$ cat config.mk
export PLATFORM = sky130hd
export DESIGN_NAME = master_control_path
export DESIGN_NICKNAME = d
export VERILOG_FILES = /design/src/rtl/master_control_path.sv
export SDC_FILE = /design/constraint.sdc
export NUM_CORES = 1
export LEC_CHECK = 0
export BUFFER_PORTS_ARGS = -buffer_cell sky130_fd_sc_hd__buf_2
export CORE_MARGIN = 3
export CORE_UTILIZATION = 26
export DETAILED_ROUTE_END_ITERATION = 16
export HOLD_SLACK_MARGIN = 0.02
export PLACE_DENSITY = 0.42
export SLEW_MARGIN = 0
export SYNTH_ARGS = -nofsm -noshare
export SYNTH_HDL_FRONTEND = slang
export SYNTH_SLANG_ARGS = --single-unit
$ cat constraint.sdc
create_clock -name clk -period 5.1 [get_ports clk]
set_input_delay 0.255 -clock clk [delete_from_list [all_inputs] [get_ports clk]]
set_output_delay 0.255 -clock clk [all_outputs]
set_load 0.005 [all_outputs]
$ cat src/rtl/master_control_path.sv
// Layer-serial sequencing FSM for the CORDIC NN engine: loads biases/weights, runs MAC, bias-add,
// activation and output write per layer. Optional MCP_AUTO_RESTART_EN makes DONE a one-cycle pulse.
module master_control_path #(
  parameter int N_INPUTS   = 4,
  parameter int MAC_CYCLES = 16,
  parameter int AF_CYCLES  = 16
) (
  input  logic       clk,
  input  logic       rst_n,
  input  logic       start,
  input  logic [5:0] no_layers,
  input  logic [5:0] nl1,
  input  logic [5:0] nl2,
  input  logic [5:0] nl3,
  input  logic [5:0] nl4,
  input  logic [5:0] nl5,
  output logic       weight_en,
  output logic       bias_en,
  output logic       compute_en,
  output logic       af_en,
  output logic       out_shft_en,
  output logic       out_wr_en,
  output logic       output_sig,
  output logic       bias_sign,
  output logic       tot_complete,
  output logic [5:0] n,
  output logic [5:0] i
);

  localparam int CMAX0 = (MAC_CYCLES > AF_CYCLES) ? MAC_CYCLES : AF_CYCLES;
  localparam int CMAX1 = (CMAX0 > N_INPUTS) ? CMAX0 : N_INPUTS;
  localparam int CLIM  = (CMAX1 > 64) ? CMAX1 : 64;
  localparam int CW    = $clog2(CLIM + 1);

  typedef enum logic [3:0] {
    S_IDLE, S_LOAD_B, S_LOAD_W, S_MAC, S_NEXT, S_ADD_B, S_ACT, S_WR, S_DONE
  } state_t;

  typedef struct packed {
    logic       weight_en;
    logic       bias_en;
    logic       compute_en;
    logic       af_en;
    logic       out_shft_en;
    logic       out_wr_en;
    logic       output_sig;
    logic       bias_sign;
    logic       tot_complete;
    logic [5:0] n;
    logic [5:0] i;
  } ctrl_t;

  state_t        state_q, state_d;
  logic [CW-1:0] c_q, c_d;
  logic [5:0]    n_q, n_d;
  logic [5:0]    i_q, i_d;

  logic [5:0]    layers_eff;
  logic [5:0]    nl_raw, prev_raw;
  logic [CW-1:0] nl_cur, fan_in, phase_len;
  logic          phase_last, i_last;
  ctrl_t         ctrl_d;

  // Effective configuration for the current layer; zero neuron counts behave as one.
  always_comb begin
    layers_eff = (no_layers > 6'd5) ? 6'd5 : no_layers;
    case (n_q)
      6'd0:    nl_raw = nl1;
      6'd1:    nl_raw = nl2;
      6'd2:    nl_raw = nl3;
      6'd3:    nl_raw = nl4;
      default: nl_raw = nl5;
    endcase
    case (n_q)
      6'd1:    prev_raw = nl1;
      6'd2:    prev_raw = nl2;
      6'd3:    prev_raw = nl3;
      default: prev_raw = nl4;
    endcase
    nl_cur = (nl_raw == 6'd0) ? CW'(1) : CW'(nl_raw);
    if (n_q == 6'd0)
      fan_in = CW'(N_INPUTS);
    else
      fan_in = (prev_raw == 6'd0) ? CW'(1) : CW'(prev_raw);
    case (state_q)
      S_LOAD_B, S_LOAD_W: phase_len = nl_cur;
      S_MAC:              phase_len = CW'(MAC_CYCLES);
      S_ACT:              phase_len = CW'(AF_CYCLES);
      default:            phase_len = CW'(1);
    endcase
    phase_last = (c_q == phase_len - CW'(1));
    i_last     = (CW'(i_q) == fan_in - CW'(1));
  end

  always_comb begin
    state_d = state_q;
    c_d     = '0;
    n_d     = n_q;
    i_d     = i_q;
    case (state_q)
      S_IDLE: if (start) begin
        n_d     = '0;
        i_d     = '0;
        state_d = (layers_eff == 6'd0) ? S_DONE : S_LOAD_B;
      end
      S_LOAD_B, S_LOAD_W, S_MAC, S_ACT: begin
        if (phase_last) begin
          case (state_q)
            S_LOAD_B: state_d = S_LOAD_W;
            S_LOAD_W: state_d = S_MAC;
            S_MAC:    state_d = S_NEXT;
            default:  state_d = S_WR;
          endcase
        end else begin
          c_d = c_q + CW'(1);
        end
      end
      S_NEXT: begin
        if (i_last) begin
          i_d     = '0;
          state_d = S_ADD_B;
        end else begin
          i_d     = i_q + 6'd1;
          state_d = S_LOAD_W;
        end
      end
      S_ADD_B: state_d = S_ACT;
      S_WR: begin
        n_d     = n_q + 6'd1;
        state_d = (n_q + 6'd1 == layers_eff) ? S_DONE : S_LOAD_B;
      end
      S_DONE: begin
`ifdef MCP_AUTO_RESTART_EN
        state_d = S_IDLE;
`else
        if (!start) state_d = S_IDLE;
`endif
        if (state_d == S_IDLE) n_d = '0;
      end
      default: state_d = S_IDLE;
    endcase
  end

  // Output decode of the present state; the first LOAD_W of a layer (i==0) precedes any MAC.
  always_comb begin
    ctrl_d              = '0;
    ctrl_d.weight_en    = (state_q == S_LOAD_W);
    ctrl_d.bias_en      = (state_q == S_LOAD_B) || (state_q == S_ADD_B);
    ctrl_d.bias_sign    = (state_q == S_ADD_B);
    ctrl_d.compute_en   = (state_q == S_MAC) || (state_q == S_NEXT) || (state_q == S_ADD_B) ||
                          (state_q == S_ACT) || (state_q == S_WR) ||
                          ((state_q == S_LOAD_W) && (i_q != 6'd0));
    ctrl_d.af_en        = (state_q == S_ACT);
    ctrl_d.out_shft_en  = (state_q == S_NEXT) && (n_q != 6'd0);
    ctrl_d.out_wr_en    = (state_q == S_WR);
    ctrl_d.output_sig   = (state_q != S_IDLE) && (state_q != S_DONE) && (n_q != 6'd0);
    ctrl_d.tot_complete = (state_q == S_DONE);
    ctrl_d.n            = n_q;
    ctrl_d.i            = i_q;
  end

  // NOTE: all state, counters and output flops use non-blocking assignments so every register
  // samples the pre-edge values; outputs are registered from the decoded present state.
  always_ff @(posedge clk or negedge rst_n) begin
    if (!rst_n) begin
      state_q      <= S_IDLE;
      c_q          <= '0;
      n_q          <= '0;
      i_q          <= '0;
      weight_en    <= 1'b0;
      bias_en      <= 1'b0;
      compute_en   <= 1'b0;
      af_en        <= 1'b0;
      out_shft_en  <= 1'b0;
      out_wr_en    <= 1'b0;
      output_sig   <= 1'b0;
      bias_sign    <= 1'b0;
      tot_complete <= 1'b0;
      n            <= '0;
      i            <= '0;
    end else begin
      state_q      <= state_d;
      c_q          <= c_d;
      n_q          <= n_d;
      i_q          <= i_d;
      weight_en    <= ctrl_d.weight_en;
      bias_en      <= ctrl_d.bias_en;
      compute_en   <= ctrl_d.compute_en;
      af_en        <= ctrl_d.af_en;
      out_shft_en  <= ctrl_d.out_shft_en;
      out_wr_en    <= ctrl_d.out_wr_en;
      output_sig   <= ctrl_d.output_sig;
      bias_sign    <= ctrl_d.bias_sign;
      tot_complete <= ctrl_d.tot_complete;
      n            <= ctrl_d.n;
      i            <= ctrl_d.i;
    end
  end

endmodule

==> impl_metrics.ini, run 1 <==
[run_status]
status = complete, no violations

[routing]
vias_per_cell = 5.31
met2_length_um = 4550
first_iter_violations = 171
vias = 2979
wl_met3_um = 297
routed_wl_um = 9310
ant_nets = 0
first_pass_iters = 5
wl_met1_um = 4420
route.top_layer_used = met4
drc = 0
wl_per_cell_um = 16.6

[floorplanning]
core_area_mm2 = 0.0116
die_area_mm2 = 0.0134
die_w_um = 116
ios = 60
die_h_um = 116
rows = 39
start_util_pct = 26.9

[worst_setup_path]
cpMostUsedCell = ha_1
crit_arrival_ns = 4.78
cpPeakStageDelay_ns = 0.64
r2r_slack_ns = 0.49
crit_required_ns = 5.27
path_buf_inv = 2
path_class = register to register
path_cells = inv_1, ha_1, or4_1, a21o_1, o22ai_1, nor4b_2, nor2_1, ha_1, xnor2_1, nand2b_1, a211oi_1, a21oi_1, nor4b_1, nor3_1, a211oi_4, buf_4, a31oi_1, nor3b_1
end_kind = register
worst_setup_path_start_kind = register
cp_max_fo = 11
cp_slowest_cell = or4_1
critPathTopFamily = simple AND/OR/NAND/NOR gates

[timing]
period_needed_ns = 4.61
fin_crit_sh_pct = 90.5
setup_viol = 0
hold_slack_ns = 0.153
finalClockSkew_ns = 0.00683
tightest_slew_ns = 1.01
maxSlewHeadroom_pct = 32.4
setup_ws_ns = 0.486
rsz0062_at_grt = no
fmax_mhz = 217
hold_violations = 0
drv_slew = 0
setup_tns_ns = 0

[logic_synthesis]
synth_top_area_share_pct = 35.2
postSynthCellCount = 365
synthDistinctLibCells = 62
synth_top_area_cell = dfrtp_1
ys_warn_count = 0
synth_sequential_area_ratio_pct = 35.2
syn_avg_cell_area_um2 = 8.57
synth_edf_count = 0
synthTopCellsByCount = 44 x dfrtp_1, 41 x nor2_1, 29 x o21ai_0, 27 x nand2_1, 16 x a21oi_1
async_flop_share_pct = 100
syn-num-nets = 413
synth_flop_cell = dfrtp_1
synth_area_mm2 = 0.00313
ys_seq_elements = 44
yosys-top-cells-area = dfrtp_1 35%, nor2_1 4.9%, o21ai_0 4.6%, ha_1 3.6%, nand2_1 3.2%
synth.most_common_cell = dfrtp_1

[cts]
numCtsBuffers = 5
path_clk_slew_ns = 0.06
cts_max_level = 2
clock_latency_ns = 0.28
cts_buffer_depth = 2
ctsRootBufferMaster = clkbuf_16
cts_tree = yes
cts_setup_buffers = 0
cts_sinks = 44
ctsHoldBuffers = 0
cts.repair.resized = 0

[layout]
fillers = 1251
final_nets = 465
area_delta_synth_final_pct = 18.6
diodes = 0
drive_gt1_share_pct = 19.6

[global_route]
antenna_found_initial = 0
grt_pass1_wl_um = 14800
grt_usage_pct = 14.1
grt_max_degree = 45
grt_pass1_vias = 2777
gr-total-overflow = 0

[place]
gp_congestion = 0.783
io_buffers = 59
pre_cts_ws_ns = 0.387
dp_hpwl_um = 7170

[power]
power_mw = 1.99
leakage_nw = 1.73
power_density_mw_per_mm2 = 538
ir_drop_v = 0.000156

[flow_run]
drv_cap = 0

[hold_path]
hold_path.class = input port to asynchronous set/reset pin
metrics by stage:
stage	area [um2]	cells	util, %
detailed placement	3560	553	30.6
finish	3710	561	31.9
global placement	3560	553	30.6
floorplan	3130	365	-
global route	3710	561	31.9
CTS	3700	561	31.9
kinds of logic (layout without fill, tap and decap cells):
logic type	Yosys count	in the layout	share of synthesized area, %
AO/OA/AOI/OAI	117	117	26.3
XOR/XNOR	19	19	5.32
adder cells (fa/ha/maj)	9	9	3.60
buffers and inverters	30	83	4.12
flip-flops	44	44	35.2
multiplexers	6	6	2.08
AND/OR/NAND/NOR	140	140	23.4
cells in the final DEF (no fill, tap or decap), drive strengths merged, types with 10 or more instances in the layout:
master  Yosys  final
a21oi      16     16
nor2       42     42
a21o       10     10
nand3      12     12
xor2       11     11
buf         4     65
inv        10     10
dfrtp      44     44
nand2      28     28
o21ai      30     30
flip-flops by register name (all words and copies together), names as in the netlist:
register      flops
i                 6
bias_en           1
n                 6
state_q           4
weight_en         1
compute_en        1
i_q               6
output_sig        1
tot_complete      1
c_q               7
af_en             1
out_wr_en         1
n_q               6
out_shft_en       1
bias_sign         1
layout make-up:
type	count	area [um2]	share of cell area [%]
inverters	10	37.5	1.01
flip-flops and latches	44	1100	29.7
repair buffers	65	340	9.17
clock buffers	8	146	3.95
well taps	143	179	4.82
multi-input cells	291	1910	51.4
report_power, final:
group	total, mW	switching [mW]	internal [mW]	leakage (nW)
Sequential	0.499	0.0938	0.405	0.602
Combinational	1.18	0.689	0.491	1.06
Clock	0.316	0.121	0.195	0.0712
Total	1.99	0.903	1.09	1.73
per-layer routing:
metal / global-route usage [%] / vias up
met3: 2.35 / 2
met2: 23.8 / 41
met1: 19.4 / 1474
met5: 0 / -
li1: - / 1462
met4: 2.32 / 0
worst paths after layout:
| check | depth (start not counted) | end | startpoint |
|---|---|---|---|
| worst min-delay path | 1 | weight_en$_DFF_PN0_ | rst_n |
| worst max-delay path | 18 | state_q[1]$_DFFE_PN0P_ | n_q[0]$_DFFE_PN0P_ |
| worst max register to register | 18 | state_q[1]$_DFFE_PN0P_ | n_q[0]$_DFFE_PN0P_ |
| max in group asynchronous | 1 | i_q[2]$_DFFE_PN0P_ | rst_n |
| worst min register to register | 0 | n[1]$_DFF_PN0_ | n_q[1]$_DFFE_PN0P_ |
| min in group clk | 3 | state_q[3]$_DFFE_PN0P_ | start |
(Power assumes the default switching activity.)
==> run 2, diff against run 1 <==
Settings changed: ABC_AREA from default to 1.
==> run 2 against run 1 <==
Register-to-register slack better by 0.82 ns. Synthesized cell count rose by 18%. Global-route usage decreased by 0.51 points. Critical path depth is 2 higher. Final cell count increased by 13%. Routed wire length fell by 7.5%. Combinational power shrank 3%.
==> impl_metrics.ini, run 2 <==
[run_status]
status = complete, no violations

[floorplanning]
ios = 60
die_w_um = 115
start_util_pct = 26.9
die_h_um = 115
core_area_mm2 = 0.0116
die_area_mm2 = 0.0133
rows = 39

[layout]
diodes = 0
largest_reg_flops = 7
drive_gt1_share_pct = 19.6
area_delta_synth_final_pct = 17.9
regMostFlops = c_q
final_nets = 538
final_common_cell = nand2_1
final_cell_mix = 100 x nand2_1, 59 x inv_1, 59 x buf_2, 55 x nor2_1, 44 x dfrtp_1
fin_util_pct = 31.7

[timing]
tightest_slew_ns = 1.03
fmax_mhz = 264
finalClockSkew_ns = 0.00936
setup_viol = 0
maxSlewHeadroom_pct = 31.5
rsz0062_at_grt = no
hold_slack_ns = 0.150
fin_crit_sh_pct = 74.4
setup_tns_ns = 0
period_needed_ns = 3.79
setup_ws_ns = 1.31
drv_slew = 0
hold_violations = 0

[logic_synthesis]
synth_area_mm2 = 0.00311
synthTopCellsByCount = 100 x nand2_1, 59 x inv_1, 55 x nor2_1, 44 x dfrtp_1, 38 x nand3_1
synthDistinctLibCells = 38
synth_sequential_area_ratio_pct = 35.4
ys_seq_elements = 44
synth_top_area_share_pct = 35.4
synth_top_area_cell = dfrtp_1
synth.most_common_cell = nand2_1
postSynthCellCount = 432
yosys-top-cells-area = dfrtp_1 35%, nand2_1 12%, inv_1 7.1%, nor2_1 6.6%, nand3_1 6.1%
synth_flop_cell = dfrtp_1
synth_edf_count = 0
ys_warn_count = 0
syn-num-nets = 480
async_flop_share_pct = 100
syn_avg_cell_area_um2 = 7.20

[global_route]
met2_usage_pct = 23.5
grt_use_met1_pct = 17.1
antenna_found_initial = 0
grt_pass1_vias = 2894
grt_max_degree = 45
grt_busiest_layer = met2
use_met3_pct = 2.95
grt_pass1_wl_um = 14200
grt_usage_pct = 13.6
gr-total-overflow = 0

[place]
dp_hpwl_um = 6870
pre_cts_ws_ns = 1.33
gp_congestion = 0.824
io_buffers = 59

[routing]
first_pass_iters = 4
drc = 0
routed_wl_um = 8620
vias_per_cell = 4.63
vias = 2928
ant_nets = 0
first_iter_violations = 147
wl_per_cell_um = 13.6

[worst_setup_path]
worst_r2r_path_depth = 20
cp_max_fo = 25
path_class = register to register
end_kind = register
worst_setup_path_start_kind = register
crit_required_ns = 5.27
crit_arrival_ns = 3.96

[cts]
ctsHoldBuffers = 0
ctsRootBufferMaster = clkbuf_16
path_clk_slew_ns = 0.07
numCtsBuffers = 5
cts_buffer_depth = 2
cts_max_level = 2
cts_sinks = 44
clock_latency_ns = 0.28
cts.repair.resized = 0
cts_setup_buffers = 0
cts_tree = yes

[power]
ir_drop_v = 0.000151
power_mw = 1.92
power_density_mw_per_mm2 = 524
leakage_nw = 1.93

[flow_run]
drv_cap = 0

[hold_path]
hold_path.class = input port to asynchronous set/reset pin
==> run 2: cells by family (layout without fill, tap and decap cells) <==
group / Yosys count / in the layout / share of synthesized area, %
compound gates: 38 / 38 / 7.65
simple gates: 252 / 252 / 38.8
fa+ha+maj: 9 / 9 / 3.62
flops: 44 / 44 / 35.4
xor+xnor: 18 / 18 / 5.07
buf+inv: 71 / 129 / 9.42
==> run 2: layout make-up <==
| type | count | area [um2] |
|---|---|---|
| Fill cell | 1240 | 7900 |
| Multi-Input combinational cell | 317 | 1720 |
| Sequential cell | 44 | 1100 |
| Timing Repair Buffer | 59 | 295 |
| Inverter | 63 | 236 |
| Tap cell | 143 | 179 |
| Clock buffer | 5 | 125 |
| Clock inverter | 2 | 12.5 |
==> run 2: final timing paths <==
kind,slack (ns),to,from
max,1.31,state_q[1]$_DFFE_PN0P_,n_q[2]$_DFFE_PN0P_
min,0.15,i[5]$_DFF_PN0_,rst_n
max reg2reg,1.31,state_q[1]$_DFFE_PN0P_,n_q[2]$_DFFE_PN0P_
min reg2reg,0.42,i[5]$_DFF_PN0_,i_q[5]$_DFFE_PN0P_
max in group asynchronous,4.31,c_q[1]$_DFF_PN0_,rst_n
min in group clk,0.38,state_q[3]$_DFFE_PN0P_,start
==> run 2: worst max-delay path, cell delays in order (launching register included) <==
cell and delay, ns:
dfrtp_1 0.46, nor2_4 0.54, nand3_2 0.36, nand4_1 0.20
nand2_1 0.11, nor2_1 0.11, nand3_1 0.08, nand2_1 0.09
nand2_2 0.10, ha_1 0.25, xor2_1 0.20, xor2_1 0.16
inv_1 0.05, nor2_1 0.08, nand3_1 0.07, nor2_1 0.09
nand3_1 0.08, nand2_1 0.33, nand2_1 0.18, nand2_1 0.09
nand2_1 0.05
==> run 2: report_power, final <==
group / total (mW) / internal, mW / switching [mW] / leakage [nW]
sequential: 0.471 / 0.414 / 0.0576 / 0.600
clock: 0.309 / 0.178 / 0.131 / 0.0657
combinational: 1.14 / 0.397 / 0.745 / 1.27
==> run 2: per-stage QoR <==
step	std cells	instance area, um2
global placement	626	3530
finish	633	3660
CTS	633	3660
floorplan	432	3110
global route	633	3660
detailed placement	626	3530
==> run 2: layer usage <==
| layer | share of wire (%) | vias up |
|---|---|---|
| met5 | 0 | - |
| met4 | 0.95 | 0 |
| met3 | 4.6 | 4 |
| met2 | 49 | 54 |
| met1 | 45 | 1355 |
| li1 | - | 1515 |
